--- src/rtl/ap3_dsp_pkg.sv ---
// Shared types and constants for the DSP multiply-accumulate sequencer.
// Holds the FSM state encoding, DSP mode-select codes and the result width.
package ap3_dsp_pkg;

    typedef enum logic [1:0] {
        S_IDLE  = 2'd0,
        S_ACCUM = 2'd1,
        S_DRAIN = 2'd2,
        S_OUT   = 2'd3
    } state_t;

    localparam logic [1:0] MAC_MODE_MUL = 2'b00;
    localparam logic [1:0] MAC_MODE_ACC = 2'b01;

    localparam int RES_W   = 64;
    localparam int DRAIN_W = 4;

endpackage

--- src/rtl/dsp_mac_seq.sv ---
// Runs one external DSP block as a length-N multiply-accumulate engine:
// streams beats in, waits out the DSP pipeline, then hands off the 64-bit sum.
//
// state | meaning
// IDLE  | waiting for START; no input accepted
// ACCUM | accepting beats, each handshake enables the DSP
// DRAIN | counting down DSP pipeline latency before capture
// OUT   | result held on OUT_DATA until OUT_READY
module dsp_mac_seq
    import ap3_dsp_pkg::*;
#(
    parameter int         LEN_W    = 8,
    parameter int         DSP_LAT  = 2,
    parameter logic [1:0] MODE     = MAC_MODE_ACC,
    parameter logic [1:0] OSEL_CFG = 2'b00
) (
    input  logic             QCK,
    input  logic             QRT,
    input  logic             START,
    input  logic [LEN_W-1:0] LEN,
    input  logic             RND,
    input  logic             SAT,
    output logic             BUSY,
    input  logic             IN_VALID,
    output logic             IN_READY,
    input  logic [31:0]      IN_COEF,
    input  logic [31:0]      IN_OPER,
    output logic [31:0]      DSP_COEF,
    output logic [31:0]      DSP_OPER,
    output logic             DSP_ENABLE,
    output logic             DSP_CLR,
    output logic             DSP_RND,
    output logic             DSP_SAT,
    output logic [1:0]       DSP_MODE_SEL,
    output logic [1:0]       DSP_OUT_SEL,
    input  logic [RES_W-1:0] DSP_MAC_OUT,
    output logic             OUT_VALID,
    input  logic             OUT_READY,
    output logic [RES_W-1:0] OUT_DATA
);

    // drain counts the edges after the last beat still needed before MAC_OUT is final
    localparam logic [DRAIN_W-1:0] DRAIN_INIT = DRAIN_W'(DSP_LAT - 1);

    state_t             state;
    state_t             state_nxt;
    logic [LEN_W-1:0]   remain;
    logic               first;
    logic [DRAIN_W-1:0] drain;
    logic               rnd_q;
    logic               sat_q;
    logic [RES_W-1:0]   out_data;

    logic beat;
    logic last_beat;
    logic drain_done;
    logic cmd_accept;

    assign cmd_accept = (state == S_IDLE) && START;
    assign beat       = (state == S_ACCUM) && IN_VALID;
    assign last_beat  = beat && (remain == LEN_W'(1));
    assign drain_done = (state == S_DRAIN) && (drain == '0);

    always_ff @(posedge QCK or posedge QRT) begin
        if (QRT) begin
            state <= S_IDLE;
        end else begin
            state <= state_nxt;
        end
    end

    always_comb begin
        state_nxt = state;
        case (state)
            S_IDLE: begin
                if (START) begin
                    state_nxt = (LEN != '0) ? S_ACCUM : S_OUT;
                end
            end
            S_ACCUM: begin
                if (last_beat) begin
                    state_nxt = S_DRAIN;
                end
            end
            S_DRAIN: begin
                if (drain_done) begin
                    state_nxt = S_OUT;
                end
            end
            S_OUT: begin
                if (OUT_READY) begin
                    state_nxt = S_IDLE;
                end
            end
            default: state_nxt = S_IDLE;
        endcase
    end

    always_comb begin
        BUSY       = 1'b0;
        IN_READY   = 1'b0;
        DSP_ENABLE = 1'b0;
        DSP_CLR    = 1'b0;
        OUT_VALID  = 1'b0;
        case (state)
            S_IDLE: begin
                BUSY = 1'b0;
            end
            S_ACCUM: begin
                BUSY       = 1'b1;
                IN_READY   = 1'b1;
                DSP_ENABLE = IN_VALID;
                DSP_CLR    = IN_VALID & first;
            end
            S_DRAIN: begin
                BUSY = 1'b1;
            end
            S_OUT: begin
                BUSY      = 1'b1;
                OUT_VALID = 1'b1;
            end
            default: begin
                BUSY = 1'b0;
            end
        endcase
    end

    always_ff @(posedge QCK or posedge QRT) begin
        if (QRT) begin
            remain <= '0;
            first  <= 1'b0;
            rnd_q  <= 1'b0;
            sat_q  <= 1'b0;
        end else if (cmd_accept) begin
            remain <= LEN;
            first  <= 1'b1;
            rnd_q  <= RND;
            sat_q  <= SAT;
        end else if (beat) begin
            remain <= remain - LEN_W'(1);
            first  <= 1'b0;
        end
    end

    always_ff @(posedge QCK or posedge QRT) begin
        if (QRT) begin
            drain <= '0;
        end else if (last_beat) begin
            drain <= DRAIN_INIT;
        end else if ((state == S_DRAIN) && (drain != '0)) begin
            drain <= drain - DRAIN_W'(1);
        end
    end

    // Zero-length commands publish an explicit zero rather than a stale result.
    always_ff @(posedge QCK or posedge QRT) begin
        if (QRT) begin
            out_data <= '0;
        end else if (cmd_accept && (LEN == '0)) begin
            out_data <= '0;
        end else if (drain_done) begin
            out_data <= DSP_MAC_OUT;
        end
    end

    assign DSP_COEF     = IN_COEF;
    assign DSP_OPER     = IN_OPER;
    assign DSP_RND      = rnd_q;
    assign DSP_SAT      = sat_q;
    assign DSP_MODE_SEL = MODE;
    assign DSP_OUT_SEL  = OSEL_CFG;
    assign OUT_DATA     = out_data;

endmodule

--- config.mk ---
export PLATFORM = sky130hd
export DESIGN_NAME = dsp_mac_seq
export DESIGN_NICKNAME = d
export VERILOG_FILES = /design/src/rtl/ap3_dsp_pkg.sv /design/src/rtl/dsp_mac_seq.sv
export SDC_FILE = /design/constraint.sdc
export NUM_CORES = 1
export LEC_CHECK = 0
export ABC_AREA = 0
export BUFFER_PORTS_ARGS = -buffer_cell sky130_fd_sc_hd__buf_2
export CORE_AREA = 2 2 111 113
export CTS_CLUSTER_DIAMETER = 30
export DETAILED_ROUTE_END_ITERATION = 7
export DIE_AREA = 0 0 113 115
export GPL_TIMING_DRIVEN = 0
export PLACE_DENSITY = 0.81
export REMOVE_ABC_BUFFERS = 1
export SLEW_MARGIN = 20
export SYNTH_ARGS = -nofsm -noshare
export SYNTH_HDL_FRONTEND = slang
export SYNTH_SLANG_ARGS = --single-unit
--- constraint.sdc ---
create_clock -name QCK -period 2.6 [get_ports QCK]
set_input_delay 0.26 -clock QCK [delete_from_list [all_inputs] [get_ports QCK]]
set_output_delay 0.26 -clock QCK [all_outputs]
set_load 0.005 [all_outputs]
==> Word-level counts from Yosys, hierarchy flattened <==
Cells that the tools add are included.
{ "word_totals": {"rom_bits": 0, "latchBits": 0, "register_bits": 81, "in_bits": 143, "n_memories": 0, "ramBits": 0} }
{ "classes": {"div": 0, "n_lt_le_gt_ge": 0, "n_addsub": 2, "reduce_logical": 16, "n_mux": 19, "shift": 0, "n_eq_ne": 8, "bitwise": 1, "n_mul": 0} }
{ "ops": {"columns": ["operator", "count"], "rows": [
  ["$mux 64", 2],
  ["$mux 8", 2],
  ["$mux 2", 5],
  ["$eq 8x1->1 const B", 1],
  ["$logic_not 8->1", 1],
  ["$mux 4", 2],
  ["$ne 2x2->1 const B", 4],
  ["$pmux 2 s4", 1],
  ["$reduce_bool 8->1", 1],
  ["$sub 8x1->8 const B", 1],
  ["$logic_and 1x1->1", 6],
  ["$mux 1", 6],
  ["$reduce_bool 2->1", 3],
  ["$eq 2x2->1 const B", 2],
  ["$logic_not 4->1", 1],
  ["$reduce_and 4->1", 1],
  ["$reduce_bool 4->1", 1],
  ["$sub 4x1->4 const B", 1],
  ["$reduce_or 3->1", 1],
  ["$eq 2x1->1 const B", 1],
  ["$logic_not 2->1", 1],
  ["$pmux 1 s2", 1],
  ["$and 1x1->1", 1]
]} }

==> Longest topological paths before layout <==
{ "logic_depth": {"depth_word": 5, "depth_mapped": 8} }

==> Worst setup path after synthesis <==
No wires, ideal clock.
{ "synth_timing": {"path_type": "register -> register", "startpoint": "reg state[1]", "endpoint": "reg state[0]", "arrival_ps": 1410, "path_buffers": 0, "stages_incl_launch_ff": 7, "slack_ps": 1064, "path_cell_list": "dfrtp_1 -> inv_1 -> ha_1 -> and2_1 -> nand4b_1 -> a211o_1 -> mux2i_1"} }
{ "synth_via": {"elab_chain_cells": 5, "elab_cells_between_ends": 13, "cone_classes": "eq/ne: 7; mux: 1; reduce/logical: 5"} }
{ "synth_rtl": {"columns": ["item", "line_no", "text"], "rows": [
  ["from (decl)", "dsp_mac_seq.sv:45", "state_t state;"],
  ["from (signal assigned)", "dsp_mac_seq.sv:68", "state <= state_nxt;"],
  ["$eq 2x1->1", "dsp_mac_seq.sv:60, dsp_mac_seq.sv:74", null],
  ["$logic_and 1x1->1", "dsp_mac_seq.sv:60", "assign beat = (state == S_ACCUM) && IN_VALID;"],
  ["$logic_and 1x1->1", "dsp_mac_seq.sv:61", "assign last_beat = beat && (remain == LEN_W'(1));"],
  ["$ne 2x2->1 (no line)", null, null],
  ["$reduce_and 4->1 (no line)", null, null]
]} }
Several ways; a longest one is shown, not always the timed one.
A chain may end at the register's enable or synchronous reset.

==> Worst setup path after layout <==
{ "layout_timing": {"startpoint": "reg drain[0]", "endpoint": "reg out_data[25] (netlist: OUT_DATA[25])"} }
{ "layout_via": {"elab_chain_cells": 3} }
{ "layout_rtl": {"columns": ["item", "line_no", "text"], "rows": [
  ["from (decl)", "dsp_mac_seq.sv:49", "logic [DRAIN_W-1:0] drain;"],
  ["from (signal assigned)", "dsp_mac_seq.sv:151", "drain <= drain - DRAIN_W'(1);"],
  ["$logic_not 4->1", "dsp_mac_seq.sv:62", "assign drain_done = (state == S_DRAIN) && (drain == '0);"],
  ["$logic_and 1x1->1", "dsp_mac_seq.sv:62", null],
  ["$reduce_bool 2->1 (no line)", null, null],
  ["to (signal assigned)", "dsp_mac_seq.sv:158", "out_data <= '0;"],
  ["to (signal assigned)", "dsp_mac_seq.sv:160", "out_data <= '0;"],
  ["to (signal assigned)", "dsp_mac_seq.sv:162", "out_data <= DSP_MAC_OUT;"],
  ["to (decl)", "dsp_mac_seq.sv:52", "logic [RES_W-1:0] out_data;"]
]} }
No other way between the ends.

==> impl_metrics.env <==
export IMPL_outcome="finished, violations left"
export IMPL_violations="DRC"
export IMPL_preCtsSetupSlack_ns=0.417
export IMPL_grt_util_all_layers=0.227
export IMPL_syn_inst=451
export IMPL_finalClockSkew_ns=0.00852
export IMPL_startpoint_type="flop"
export IMPL_drive_above_1_share=0.327
export IMPL_crit_slowest_cell="and2_4"
export IMPL_syn_avg_cell_area_sq_um=8.97
export IMPL_path_class="reg -> reg"
export IMPL_crit_arrival_ns=2.41
export IMPL_synth_xor_area_frac=0.0195
export IMPL_nets=679
export IMPL_ant_nets=0
export IMPL_synth_seq_cells=81
export IMPL_drt_initial_drc_count=198
export IMPL_clk_latency_ns=0.34
export IMPL_route_detailed_drc=16
export IMPL_grt_max_degree=65
export IMPL_fin_crit_sh=0.823
export IMPL_die_w_microns=113
export IMPL_ios=282
export IMPL_grt_pass1_wl_microns=21100
export IMPL_synth_compound_area_share=0.0996
export IMPL_num_vias=3364
export IMPL_drt_total_wl_microns=14800
export IMPL_portBuffers=149
export IMPL_cts_tree="yes"
export IMPL_vias_per_cell=4.95
export IMPL_cp_max_fo=64
export IMPL_period_needed_ns=2.14
export IMPL_grt_overflow=0
export IMPL_path_clk_slew_ns=0.06
export IMPL_coreArea_sq_um=11800
export IMPL_utilization=0.398
export IMPL_cts_sinks=81
export IMPL_critPathBufInv=1
export IMPL_place_gp_congestion=0.807
export IMPL_max_cap_violations=0
export IMPL_report_final_hold_viol_count=0
export IMPL_max_freq_ghz=0.467
export IMPL_p_leak_nw=2.25
export IMPL_max_stage_delay_ns=0.67
export IMPL_cp_top_family="simple AND/OR/NAND/NOR gates"
export IMPL_synth_top_family_by_area="simple AND/OR/NAND/NOR gates"
export IMPL_critPathCaptureType="flop"
export IMPL_synth_area_leaders="dfrtp_1 (50%), buf_4 (14%), nand2_1 (13%)"
export IMPL_cts_resized=0
export IMPL_antenna_found_initial=0
export IMPL_rows=40
export IMPL_worst_slack_ns=0.459
export IMPL_dr_pass1_iters=6
export IMPL_diodes=0
export IMPL_synthSimpleGateAreaFrac=0.176
export IMPL_ys_seq_area_frac=0.501
export IMPL_synth_adder_area_share=0.0247
export IMPL_whs_ns=0.148
export IMPL_cts_buffers=9
export IMPL_relSlewSlack=0.522
export IMPL_total_power_mw=4.06
export IMPL_yosys_area_top_type="dfrtp_1"
export IMPL_synth_warnings=0
export IMPL_power_density_nw_per_um2=862
export IMPL_synthMuxAreaShare=0.0133
export IMPL_worst_slew_pin_slew_ns=0.717
export IMPL_clockBufferDepth=2
export IMPL_cts_root_buf="clkbuf_16"
export IMPL_drv_slew=0
export IMPL_synth_top_area_frac=0.501
export IMPL_path_cells="inv_1 -> ha_1 -> nor3b_2 -> and2_4 -> nand2_1 -> a21oi_1"
export IMPL_min_path_type="in -> reg"
export IMPL_final_cells=679
export IMPL_start_util=0.342
export IMPL_dp_hpwl_microns=11300
export IMPL_routedWlPerCell_microns=21.8
export IMPL_htreeDepth=3
export IMPL_syn_area_sq_um=4050
export IMPL_fp_dieH_microns=115
export IMPL_rsz0062_at_grt="no"
export IMPL_cp_required_ns=2.87
export IMPL_dp_cells=663
export IMPL_peakVddDrop_uv=375
export IMPL_synthToLayoutAreaGrowth_pct=16.2
export IMPL_first_global_vias=3269
export IMPL_yosysUniqueCellTypes=33
export IMPL_die_area_sq_um=13000
export IMPL_setup_viol=0
==> metal layers <==
metal  vias to the layer above  global-route usage  routed length (microns)
li1                       1528                   -                        -
met1                      1532               0.238                     5390
met2                       276               0.296                     5810
met3                        22               0.230                     3180
met4                         6              0.0732                      230
met5                         -               0.130                      195
==> cells in the mapped netlist, drive strengths merged <==
| cell type | n |
|---|---|
| nand3 | 1 |
| nor3b | 2 |
| and4b | 1 |
| inv | 10 |
| o211ai | 1 |
| and3 | 1 |
| nor2 | 15 |
| nand4b | 3 |
| and3b | 1 |
| o21ai | 1 |
| a31oi | 2 |
| ha | 8 |
| mux2i | 2 |
| xnor2 | 5 |
| nor4 | 3 |
| clkbuf | 7 |
| o22ai | 1 |
| nor2b | 2 |
| dfrtp | 81 |
| xor2 | 4 |
| a211oi | 1 |
| a211o | 1 |
| nor3 | 3 |
| and2 | 2 |
| nand2 | 135 |
| conb | 2 |
| buf | 82 |
| mux2 | 3 |
| a21oi | 71 |
==> final cells by class <==
type	instances	area [sq um]
fill	1199	7110
inverter	10	40.0
clock inverter	3	17.5
clock buffer	12	246
multi-input combinational	273	1370
timing repair buffer	153	816
sequential	81	2030
tap	147	184
==> final timing paths <==
check                                              start                        to  slack (ns)  cells past startpoint
worst min-delay path                     DSP_MAC_OUT[41]  OUT_DATA[41]$_DFFE_PP0P_        0.15                      3
worst min register to register  OUT_DATA[56]$_DFFE_PP0P_  OUT_DATA[56]$_DFFE_PP0P_        0.52                      2
min in group asynchronous                            QRT  OUT_DATA[19]$_DFFE_PP0P_        0.51                      3
worst max-delay path                drain[0]$_DFFE_PP0P_  OUT_DATA[25]$_DFFE_PP0P_        0.46                      6
max in group asynchronous                            QRT   OUT_DATA[8]$_DFFE_PP0P_        1.49                      4
worst max register to register      drain[0]$_DFFE_PP0P_  OUT_DATA[25]$_DFFE_PP0P_        0.46                      6
==> where the power goes <==
| part | switching, mW | total, mW | leakage [nW] | internal [mW] |
|---|---|---|---|---|
| Sequential | 0.223 | 1.80 | 0.786 | 1.58 |
| Combinational | 0.560 | 1.10 | 1.34 | 0.542 |
| Clock | 0.490 | 1.15 | 0.128 | 0.664 |
| Total | 1.27 | 4.06 | 2.25 | 2.78 |
==> cells by family (layout without fill, tap and decap cells) <==
logic type	count (synthesis)	in the layout
AO/OA/AOI/OAI	78	78
XOR/XNOR	9	9
adder cells (fa/ha/maj)	8	8
buffers and inverters	99	178
flip-flops	81	81
multiplexers	5	5
other	2	4
AND/OR/NAND/NOR	169	169
==> placed cells by master, fill, tap and decap left out, types with 3 or more instances in the layout <==
cell	netlist	final
buf_2	6	149
nand2_1	135	134
dfrtp_1	81	81
a21oi_1	71	71
nor2_1	14	14
inv_1	10	9
clkbuf_16	0	9
ha_1	8	8
xnor2_1	5	5
xor2_1	4	4
conb_1	2	4
nor4_1	3	3
nand4b_1	3	3
mux2_2	3	3
buf_12	0	3
==> state kept, by name, indices dropped and copies added (netlist names) <==
| name | flops |
|---|---|
| drain | 4 |
| DSP_RND | 1 |
| first | 1 |
| remain | 8 |
| OUT_DATA | 64 |
| state | 2 |
| DSP_SAT | 1 |
==> worst min-delay path: stages <==
cell and delay [ns]:
buf_2 0.10, nand2_1 0.04, a21oi_1 0.05
==> per-stage QoR <==
| stage | instance area (sq um) | TNS (ns) |
|---|---|---|
| 6_report | 4700 | 0 |
| 5_1_grt | 4700 | 0 |
| 4_1_cts | 4700 | 0 |
| 3_5_place_dp | 4430 | 0 |
| 3_3_place_gp | 4360 | -95.15 |
| 2_1_floorplan | 3430 | 0 |
==> repair_timing <==
action | 4_1_cts | 5_1_grt
endpoints found under the setup margin | 0 | 0
hold endpoints to repair | 39 | 0
buffers inserted | 0 | 0
hold buffers | 1 | 0
Power figures use the tool's default switching activity.
